**config.mk**
```make
export PLATFORM = sky130hd
export DESIGN_NAME = axi4_to_lite_bridge
export DESIGN_NICKNAME = d
export VERILOG_FILES = /design/src/rtl/axi4_to_lite_bridge.sv
export SDC_FILE = /design/constraint.sdc
export NUM_CORES = 1
export LEC_CHECK = 0
export CELL_PAD_IN_SITES_DETAIL_PLACEMENT = 0
export CELL_PAD_IN_SITES_GLOBAL_PLACEMENT = 1
export CORE_MARGIN = 2
export CORE_UTILIZATION = 38
export DETAILED_ROUTE_END_ITERATION = 8
export PLACE_DENSITY = 0.79
export RECOVER_POWER = 25
export SLEW_MARGIN = 5
export SYNTH_ARGS = -nofsm -noshare
export SYNTH_HDL_FRONTEND = slang
export SYNTH_SLANG_ARGS = --single-unit
```
**constraint.sdc**
```tcl
create_clock -name aclk -period 11.9 [get_ports aclk]
set_clock_uncertainty 0.2 [all_clocks]
set_input_delay 2.38 -clock aclk [delete_from_list [all_inputs] [get_ports aclk]]
set_output_delay 2.38 -clock aclk [all_outputs]
set_load 0.005 [all_outputs]
```
**src/rtl/axi4_to_lite_bridge.sv**
```systemverilog
// axi4_to_lite_bridge: splits AXI4 bursts into single-beat AXI4-Lite transfers with independent read and write engines
module axi4_to_lite_bridge #(
    parameter int ADDR_W = 32,
    parameter int DATA_W = 32,
    parameter int ID_W   = 4
) (
    input  logic                aclk,
    input  logic                areset,
    input  logic [ID_W-1:0]     s_axi_awid,
    input  logic [ADDR_W-1:0]   s_axi_awaddr,
    input  logic [7:0]          s_axi_awlen,
    input  logic [2:0]          s_axi_awsize,
    input  logic [1:0]          s_axi_awburst,
    input  logic                s_axi_awvalid,
    output logic                s_axi_awready,
    input  logic [DATA_W-1:0]   s_axi_wdata,
    input  logic [DATA_W/8-1:0] s_axi_wstrb,
    input  logic                s_axi_wlast,
    input  logic                s_axi_wvalid,
    output logic                s_axi_wready,
    output logic [ID_W-1:0]     s_axi_bid,
    output logic [1:0]          s_axi_bresp,
    output logic                s_axi_bvalid,
    input  logic                s_axi_bready,
    input  logic [ID_W-1:0]     s_axi_arid,
    input  logic [ADDR_W-1:0]   s_axi_araddr,
    input  logic [7:0]          s_axi_arlen,
    input  logic [2:0]          s_axi_arsize,
    input  logic [1:0]          s_axi_arburst,
    input  logic                s_axi_arvalid,
    output logic                s_axi_arready,
    output logic [ID_W-1:0]     s_axi_rid,
    output logic [DATA_W-1:0]   s_axi_rdata,
    output logic [1:0]          s_axi_rresp,
    output logic                s_axi_rlast,
    output logic                s_axi_rvalid,
    input  logic                s_axi_rready,
    output logic [ADDR_W-1:0]   m_axi_awaddr,
    output logic [2:0]          m_axi_awprot,
    output logic                m_axi_awvalid,
    input  logic                m_axi_awready,
    output logic [DATA_W-1:0]   m_axi_wdata,
    output logic [DATA_W/8-1:0] m_axi_wstrb,
    output logic                m_axi_wvalid,
    input  logic                m_axi_wready,
    input  logic [1:0]          m_axi_bresp,
    input  logic                m_axi_bvalid,
    output logic                m_axi_bready,
    output logic [ADDR_W-1:0]   m_axi_araddr,
    output logic [2:0]          m_axi_arprot,
    output logic                m_axi_arvalid,
    input  logic                m_axi_arready,
    input  logic [DATA_W-1:0]   m_axi_rdata,
    input  logic [1:0]          m_axi_rresp,
    input  logic                m_axi_rvalid,
    output logic                m_axi_rready
);
    localparam int STRB_W = DATA_W / 8;
    localparam logic [2:0] MAX_SIZE = 3'($clog2(STRB_W));

    typedef enum logic [2:0] {W_IDLE, W_ADDR, W_DATA, W_RESP, W_BRESP} wr_state_t;
    typedef enum logic [1:0] {R_IDLE, R_ADDR, R_DATA} rd_state_t;

    function automatic logic [ADDR_W-1:0] next_addr(
        input logic [ADDR_W-1:0] addr,
        input logic [7:0]        len,
        input logic [2:0]        size,
        input logic [1:0]        burst
    );
        logic [ADDR_W-1:0] bytes;
        logic [ADDR_W-1:0] mask;
        bytes = ADDR_W'(1) << size;
        mask  = (ADDR_W'(len) + ADDR_W'(1)) * bytes - ADDR_W'(1);
        return burst == 2'b00 ? addr :
               burst == 2'b10 ? (addr & ~mask) | ((addr + bytes) & mask) : addr + bytes;
    endfunction

    function automatic logic [1:0] merge(input logic [1:0] a, input logic [1:0] b);
        return (a == 2'b11 || b == 2'b11) ? 2'b11 :
               (a == 2'b10 || b == 2'b10) ? 2'b10 : 2'b00;
    endfunction

    wr_state_t           r_wstate;
    wr_state_t           w_wstate_nxt;
    logic [ID_W-1:0]     r_wid;
    logic [ADDR_W-1:0]   r_waddr;
    logic [7:0]          r_wlen;
    logic [2:0]          r_wsize;
    logic [1:0]          r_wburst;
    logic [7:0]          r_wbeat;
    logic [1:0]          r_wresp;
    logic [DATA_W-1:0]   r_wdata;
    logic [STRB_W-1:0]   r_wstrb;
    logic                r_aw_done;
    logic                r_wd_done;
    logic                w_aw_hs;
    logic                w_w_hs;
    logic                w_b_hs;
    logic                w_maw_hs;
    logic                w_mw_hs;
    logic                w_mb_hs;
    logic                w_aw_ok;
    logic                w_wd_ok;
    logic                w_wsize_err;
    logic                w_wlast_beat;
    logic                w_unused;

    assign w_unused      = &{1'b0, s_axi_wlast};
    assign s_axi_awready = !areset && r_wstate == W_IDLE;
    assign s_axi_wready  = !areset && r_wstate == W_DATA;
    assign s_axi_bvalid  = r_wstate == W_BRESP;
    assign s_axi_bid     = r_wid;
    assign s_axi_bresp   = r_wresp;
    assign m_axi_awaddr  = r_waddr;
    assign m_axi_awprot  = 3'b000;
    assign m_axi_awvalid = r_wstate == W_ADDR && !r_aw_done;
    assign m_axi_wdata   = r_wdata;
    assign m_axi_wstrb   = r_wstrb;
    assign m_axi_wvalid  = r_wstate == W_ADDR && !r_wd_done;
    assign m_axi_bready  = !areset && r_wstate == W_RESP;
    assign w_aw_hs       = s_axi_awvalid && s_axi_awready;
    assign w_w_hs        = s_axi_wvalid && s_axi_wready;
    assign w_b_hs        = s_axi_bvalid && s_axi_bready;
    assign w_maw_hs      = m_axi_awvalid && m_axi_awready;
    assign w_mw_hs       = m_axi_wvalid && m_axi_wready;
    assign w_mb_hs       = m_axi_bvalid && m_axi_bready;
    assign w_aw_ok       = r_aw_done || w_maw_hs;
    assign w_wd_ok       = r_wd_done || w_mw_hs;
    assign w_wsize_err   = r_wsize > MAX_SIZE;
    assign w_wlast_beat  = r_wbeat == r_wlen;

    always_comb begin
        w_wstate_nxt = r_wstate;
        case (r_wstate)
            W_IDLE:  if (w_aw_hs) w_wstate_nxt = W_DATA;
            W_DATA:  if (w_w_hs) w_wstate_nxt = !w_wsize_err ? W_ADDR : w_wlast_beat ? W_BRESP : W_DATA;
            W_ADDR:  if (w_aw_ok && w_wd_ok) w_wstate_nxt = W_RESP;
            W_RESP:  if (w_mb_hs) w_wstate_nxt = w_wlast_beat ? W_BRESP : W_DATA;
            W_BRESP: if (w_b_hs) w_wstate_nxt = W_IDLE;
            default: w_wstate_nxt = W_IDLE;
        endcase
    end

    always_ff @(posedge aclk) begin
        if (areset) begin
            r_wstate  <= W_IDLE;
            r_wid     <= '0;
            r_waddr   <= '0;
            r_wlen    <= '0;
            r_wsize   <= '0;
            r_wburst  <= '0;
            r_wbeat   <= '0;
            r_wresp   <= 2'b00;
            r_wdata   <= '0;
            r_wstrb   <= '0;
            r_aw_done <= 1'b0;
            r_wd_done <= 1'b0;
        end else begin
            r_wstate <= w_wstate_nxt;
            if (w_aw_hs) begin
                r_wid    <= s_axi_awid;
                r_waddr  <= s_axi_awaddr;
                r_wlen   <= s_axi_awlen;
                r_wsize  <= s_axi_awsize;
                r_wburst <= s_axi_awburst;
                r_wbeat  <= '0;
                r_wresp  <= 2'b00;
            end
            if (w_w_hs) begin
                r_wdata <= s_axi_wdata;
                r_wstrb <= s_axi_wstrb;
            end
            if (r_wstate == W_ADDR) begin
                r_aw_done <= w_aw_ok && !w_wd_ok;
                r_wd_done <= w_wd_ok && !w_aw_ok;
            end
            if (w_mb_hs)
                r_wresp <= merge(r_wresp, m_axi_bresp);
            else if (w_w_hs && w_wsize_err)
                r_wresp <= merge(r_wresp, 2'b10);
            if ((w_mb_hs || (w_w_hs && w_wsize_err)) && !w_wlast_beat) begin
                r_waddr <= next_addr(r_waddr, r_wlen, r_wsize, r_wburst);
                r_wbeat <= r_wbeat + 8'd1;
            end
        end
    end

    rd_state_t           r_rstate;
    rd_state_t           w_rstate_nxt;
    logic [ID_W-1:0]     r_rid;
    logic [ADDR_W-1:0]   r_raddr;
    logic [7:0]          r_rlen;
    logic [2:0]          r_rsize;
    logic [1:0]          r_rburst;
    logic [7:0]          r_rbeat;
    logic                w_ar_hs;
    logic                w_r_hs;
    logic                w_mar_hs;
    logic                w_rsize_err;
    logic                w_rlast_beat;
    logic                w_rdata_st;

    assign w_rdata_st    = r_rstate == R_DATA;
    assign w_rsize_err   = r_rsize > MAX_SIZE;
    assign w_rlast_beat  = r_rbeat == r_rlen;
    assign s_axi_arready = !areset && r_rstate == R_IDLE;
    assign s_axi_rid     = r_rid;
    assign s_axi_rvalid  = w_rdata_st && (w_rsize_err || m_axi_rvalid);
    assign s_axi_rdata   = (w_rdata_st && !w_rsize_err) ? m_axi_rdata : '0;
    assign s_axi_rresp   = !w_rdata_st ? 2'b00 : w_rsize_err ? 2'b10 : m_axi_rresp;
    assign s_axi_rlast   = w_rdata_st && w_rlast_beat;
    assign m_axi_araddr  = r_raddr;
    assign m_axi_arprot  = 3'b000;
    assign m_axi_arvalid = r_rstate == R_ADDR && !w_rsize_err;
    assign m_axi_rready  = !areset && w_rdata_st && !w_rsize_err && s_axi_rready;
    assign w_ar_hs       = s_axi_arvalid && s_axi_arready;
    assign w_r_hs        = s_axi_rvalid && s_axi_rready;
    assign w_mar_hs      = m_axi_arvalid && m_axi_arready;

    always_comb begin
        w_rstate_nxt = r_rstate;
        case (r_rstate)
            R_IDLE:  if (w_ar_hs) w_rstate_nxt = R_ADDR;
            R_ADDR:  if (w_rsize_err || w_mar_hs) w_rstate_nxt = R_DATA;
            R_DATA:  if (w_r_hs) w_rstate_nxt = w_rlast_beat ? R_IDLE : R_ADDR;
            default: w_rstate_nxt = R_IDLE;
        endcase
    end

    always_ff @(posedge aclk) begin
        if (areset) begin
            r_rstate <= R_IDLE;
            r_rid    <= '0;
            r_raddr  <= '0;
            r_rlen   <= '0;
            r_rsize  <= '0;
            r_rburst <= '0;
            r_rbeat  <= '0;
        end else begin
            r_rstate <= w_rstate_nxt;
            if (w_ar_hs) begin
                r_rid    <= s_axi_arid;
                r_raddr  <= s_axi_araddr;
                r_rlen   <= s_axi_arlen;
                r_rsize  <= s_axi_arsize;
                r_rburst <= s_axi_arburst;
                r_rbeat  <= '0;
            end
            if (w_r_hs && !w_rlast_beat) begin
                r_raddr <= next_addr(r_raddr, r_rlen, r_rsize, r_rburst);
                r_rbeat <= r_rbeat + 8'd1;
            end
        end
    end
endmodule

```
==> impl_results.md <==
- Status: finished with violations
- Failing checks: capacitance limit, slew limit
- Post-CTS Setup Repair Bufs: 0
- Clock power share: 0.251
- Tot Pwr: 2.181 mW
- Vias after detailed routing: 15,550
- Worst stage delay on the critical path: 2920 ps
- Worst-margin pin slew: 4146 ps
- Initial antenna violation count: 1
- Synth Flop Type: dfxtp_1
- Post-synthesis sequential area ratio: 0.2039
- Worst Path Required: 9320 ps
- CP startpoint kind: input pin
- TritonCTS Buffers: 17
- Tcrit/Tclk final: 0.7824
- Critical Path End: s_axi_arready
- DRC violations left: 0
- Final hold viol count: 0
- First-pass GRT wire length: 83.24 mm
- Die H: 206.7 microns
- Gpl congestion: 0.8965
- Leakage power: 8.749 nW
- Synth area leaders: dfxtp_1, fa_1, ha_1, nand2_1, inv_1
- Fin Setup TNS: 0 ps
- Area grow syn2layout: 27.79%
- Total wire length: 52.23 mm
- Ant diodes: 0
- Clock Path Buffers: 2
- Antenna-violating nets left: 0
- Share of cells above drive strength 1: 0.04036
- Crit path buf inv count: 3
- CTS tree: done
- Final design utilization: 0.4907
- Int Pwr: 1.294 mW
- Switch Pwr: 886.5 uW
- CTS resizes: 0
- RSZ-0062 raised after global routing: no
- Max Slew Vio Count: 75
- Most frequent cells after synthesis: nand2_1, inv_1, nor2_1
- Top delay family on crit path: buffers and inverters
- Reg clk slew, reported paths: 70 ps
- Cell with the most instances after synthesis: nand2_1
- DR iter-0 viols: 900
- Fmax: 107.4 MHz
- FF-to-FF Start: r_wlen[0]
- Worst r2r path cells: 19
- IO Port Bufs: 336
- Max Cap Violations: 1
- Post-DP HPWL: 40.51 mm
- Clk Latency, worst-skew pair: 460 ps
- Post-synth EDFFs: 0
- Number of global-route vias before repair: 15,640
- Post-synthesis async set-or-reset flop share: 0
- Gate power share: 0.460
- CP Data Arrival Time: 6730 ps
- Pin count of the biggest net entering global routing: 75
- Setup WS post-layout: 2589 ps
- CP Class: input pin to output port
- Mapped Avg Cell Area: 7.681 sq um
- Drt pass-1 iters: 5
- Mapped Cells: 2,032
- Post-route cell area: 0.01994 sq mm
- Syn Std Cell Area: 0.01561 sq mm
- GRT Util Overall: 0.2487
- IO Pins: 344
- CP Cell Sequence: clkbuf_1, clkbuf_1, nor3_1, clkdlybuf4s50_1
- Critical path's slowest cell: clkbuf_1
- Synth top area share: 0.2039
- Largest fanout on the critical path: 74
- Area leader, netlist: dfxtp_1
- Dpl cell area: 0.01941 sq mm
- Sw Share: 0.4065
- Final net count: 2,739
- Cell depth of the worst setup path: 4
- CTS hold repair buffers: 0
- Yosys reg bits: 159
- Relative slew slack: -1.764
- Peak VDD IR: 0.09943 mV
- WL/cell: 18.26 microns
- Core ar.: 0.04065 sq mm
- Reg-to-reg slack, setup: 4660 ps
- Crit path from: areset
- CTS H-tree lvls: 4
- Setup WS pre-CTS: 4870 ps
- PD cells: 109.4 mW/mm^2
- Min Tclk post-route: 9311 ps
- Grt total ovfl: 0
- DIE AREA: 0.04271 sq mm
- Synth warn: 0
- Worst min-delay path class: flip-flop to flip-flop
- Crit. End Element: output port
- Die Wd: 206.7 microns
- Avg Vias per Cell: 5.434
- Most used cell, CP: clkbuf_1
- CTS Sinks: 159
- Site row count: 74
- Synth cell types: 89
- Endpoints failing setup: 0
- Initial Util: 0.3840
- Flop pwr share: 0.289
- Root Buffer: clkbuf_16
==> power groups by stage <==
stage                     registers [mW]  logic, mW  clock network, mW
after floorplan                    0.618      0.692                  0
after global placement             0.641      0.988                  0
after detailed placement           0.642      0.998                  0
after CTS                          0.630       1.01              0.561
after global routing               0.637       1.13              0.579
final                              0.630       1.00              0.547
==> worst min-delay path: cells and delay by family, from the launching register on <==
family,cells,cell delay [ps]
AND/OR/NAND/NOR,2,100
flip-flops,1,310
==> per-layer routing <==
layer,routed length [microns],track usage
met5,13,0
met4,1326,0.08291
met3,4167,0.05730
met2,23590,0.4022
met1,23140,0.3270
==> per-stage QoR <==
step,hold WS [ps],std cells
finish,252.7,2861
global placement,240.5,2829
CTS,255.8,2861
detailed placement,245.4,2829
floorplan,250.3,2037
global route,271.5,2861
==> kinds of logic (layout without fill, tap and decap cells) <==
group	after synthesis	count (layout)	synth area share
flip-flops	159	159	0.2039
buffers and inverters	289	581	0.07335
multiplexers	11	11	0.007295
adder cells (fa/ha/maj)	240	240	0.2376
AND/OR/NAND/NOR	823	823	0.2452
other	1	6	0.0002403
AO/OA/AOI/OAI	436	436	0.1914
XOR/XNOR	73	73	0.04097
==> cells in the final DEF (no fill, tap or decap), types with 18 or more instances in the layout <==
| cell | netlist | final |
|---|---|---|
| nand2b_1 | 33 | 33 |
| nand3_1 | 98 | 98 |
| ha_1 | 146 | 146 |
| o21ai_0 | 106 | 106 |
| o211ai_1 | 18 | 18 |
| a211oi_1 | 35 | 34 |
| clkdlybuf4s50_1 | 0 | 259 |
| and2_1 | 51 | 51 |
| fa_1 | 94 | 94 |
| nand2_1 | 303 | 303 |
| dfxtp_1 | 159 | 159 |
| and3_1 | 30 | 30 |
| inv_1 | 196 | 195 |
| a21oi_1 | 98 | 98 |
| xor2_1 | 23 | 23 |
| a21o_1 | 22 | 22 |
| nor2_1 | 185 | 184 |
| dlygate4sd3_1 | 0 | 76 |
| nor3_1 | 37 | 37 |
| xnor2_1 | 50 | 50 |
==> final cells by class <==
type | count | area (sq um)
fill | 4043 | 20700
multi-input combinational | 1589 | 11330
timing repair buffer | 353 | 3481
sequential | 159 | 3183
inverter | 196 | 737.0
tap | 532 | 665.6
clock buffer | 19 | 442.9
clock inverter | 13 | 100.1
==> worst min path at each step <==
stage	from	cells after the start	to	slack, ps
after CTS	m_axi_wdata[30]	2	m_axi_wdata[30]	260
after detailed placement	m_axi_wdata[30]	2	m_axi_wdata[30]	250
final	m_axi_wdata[30]	2	m_axi_wdata[30]	250
after global placement	m_axi_wdata[0]	2	m_axi_wdata[0]	240
after floorplan	m_axi_wdata[0]	2	m_axi_wdata[0]	250
after global routing	m_axi_wstrb[1]	2	m_axi_wstrb[1]	270
No activity file was read; power rests on OpenSTA's default activity.
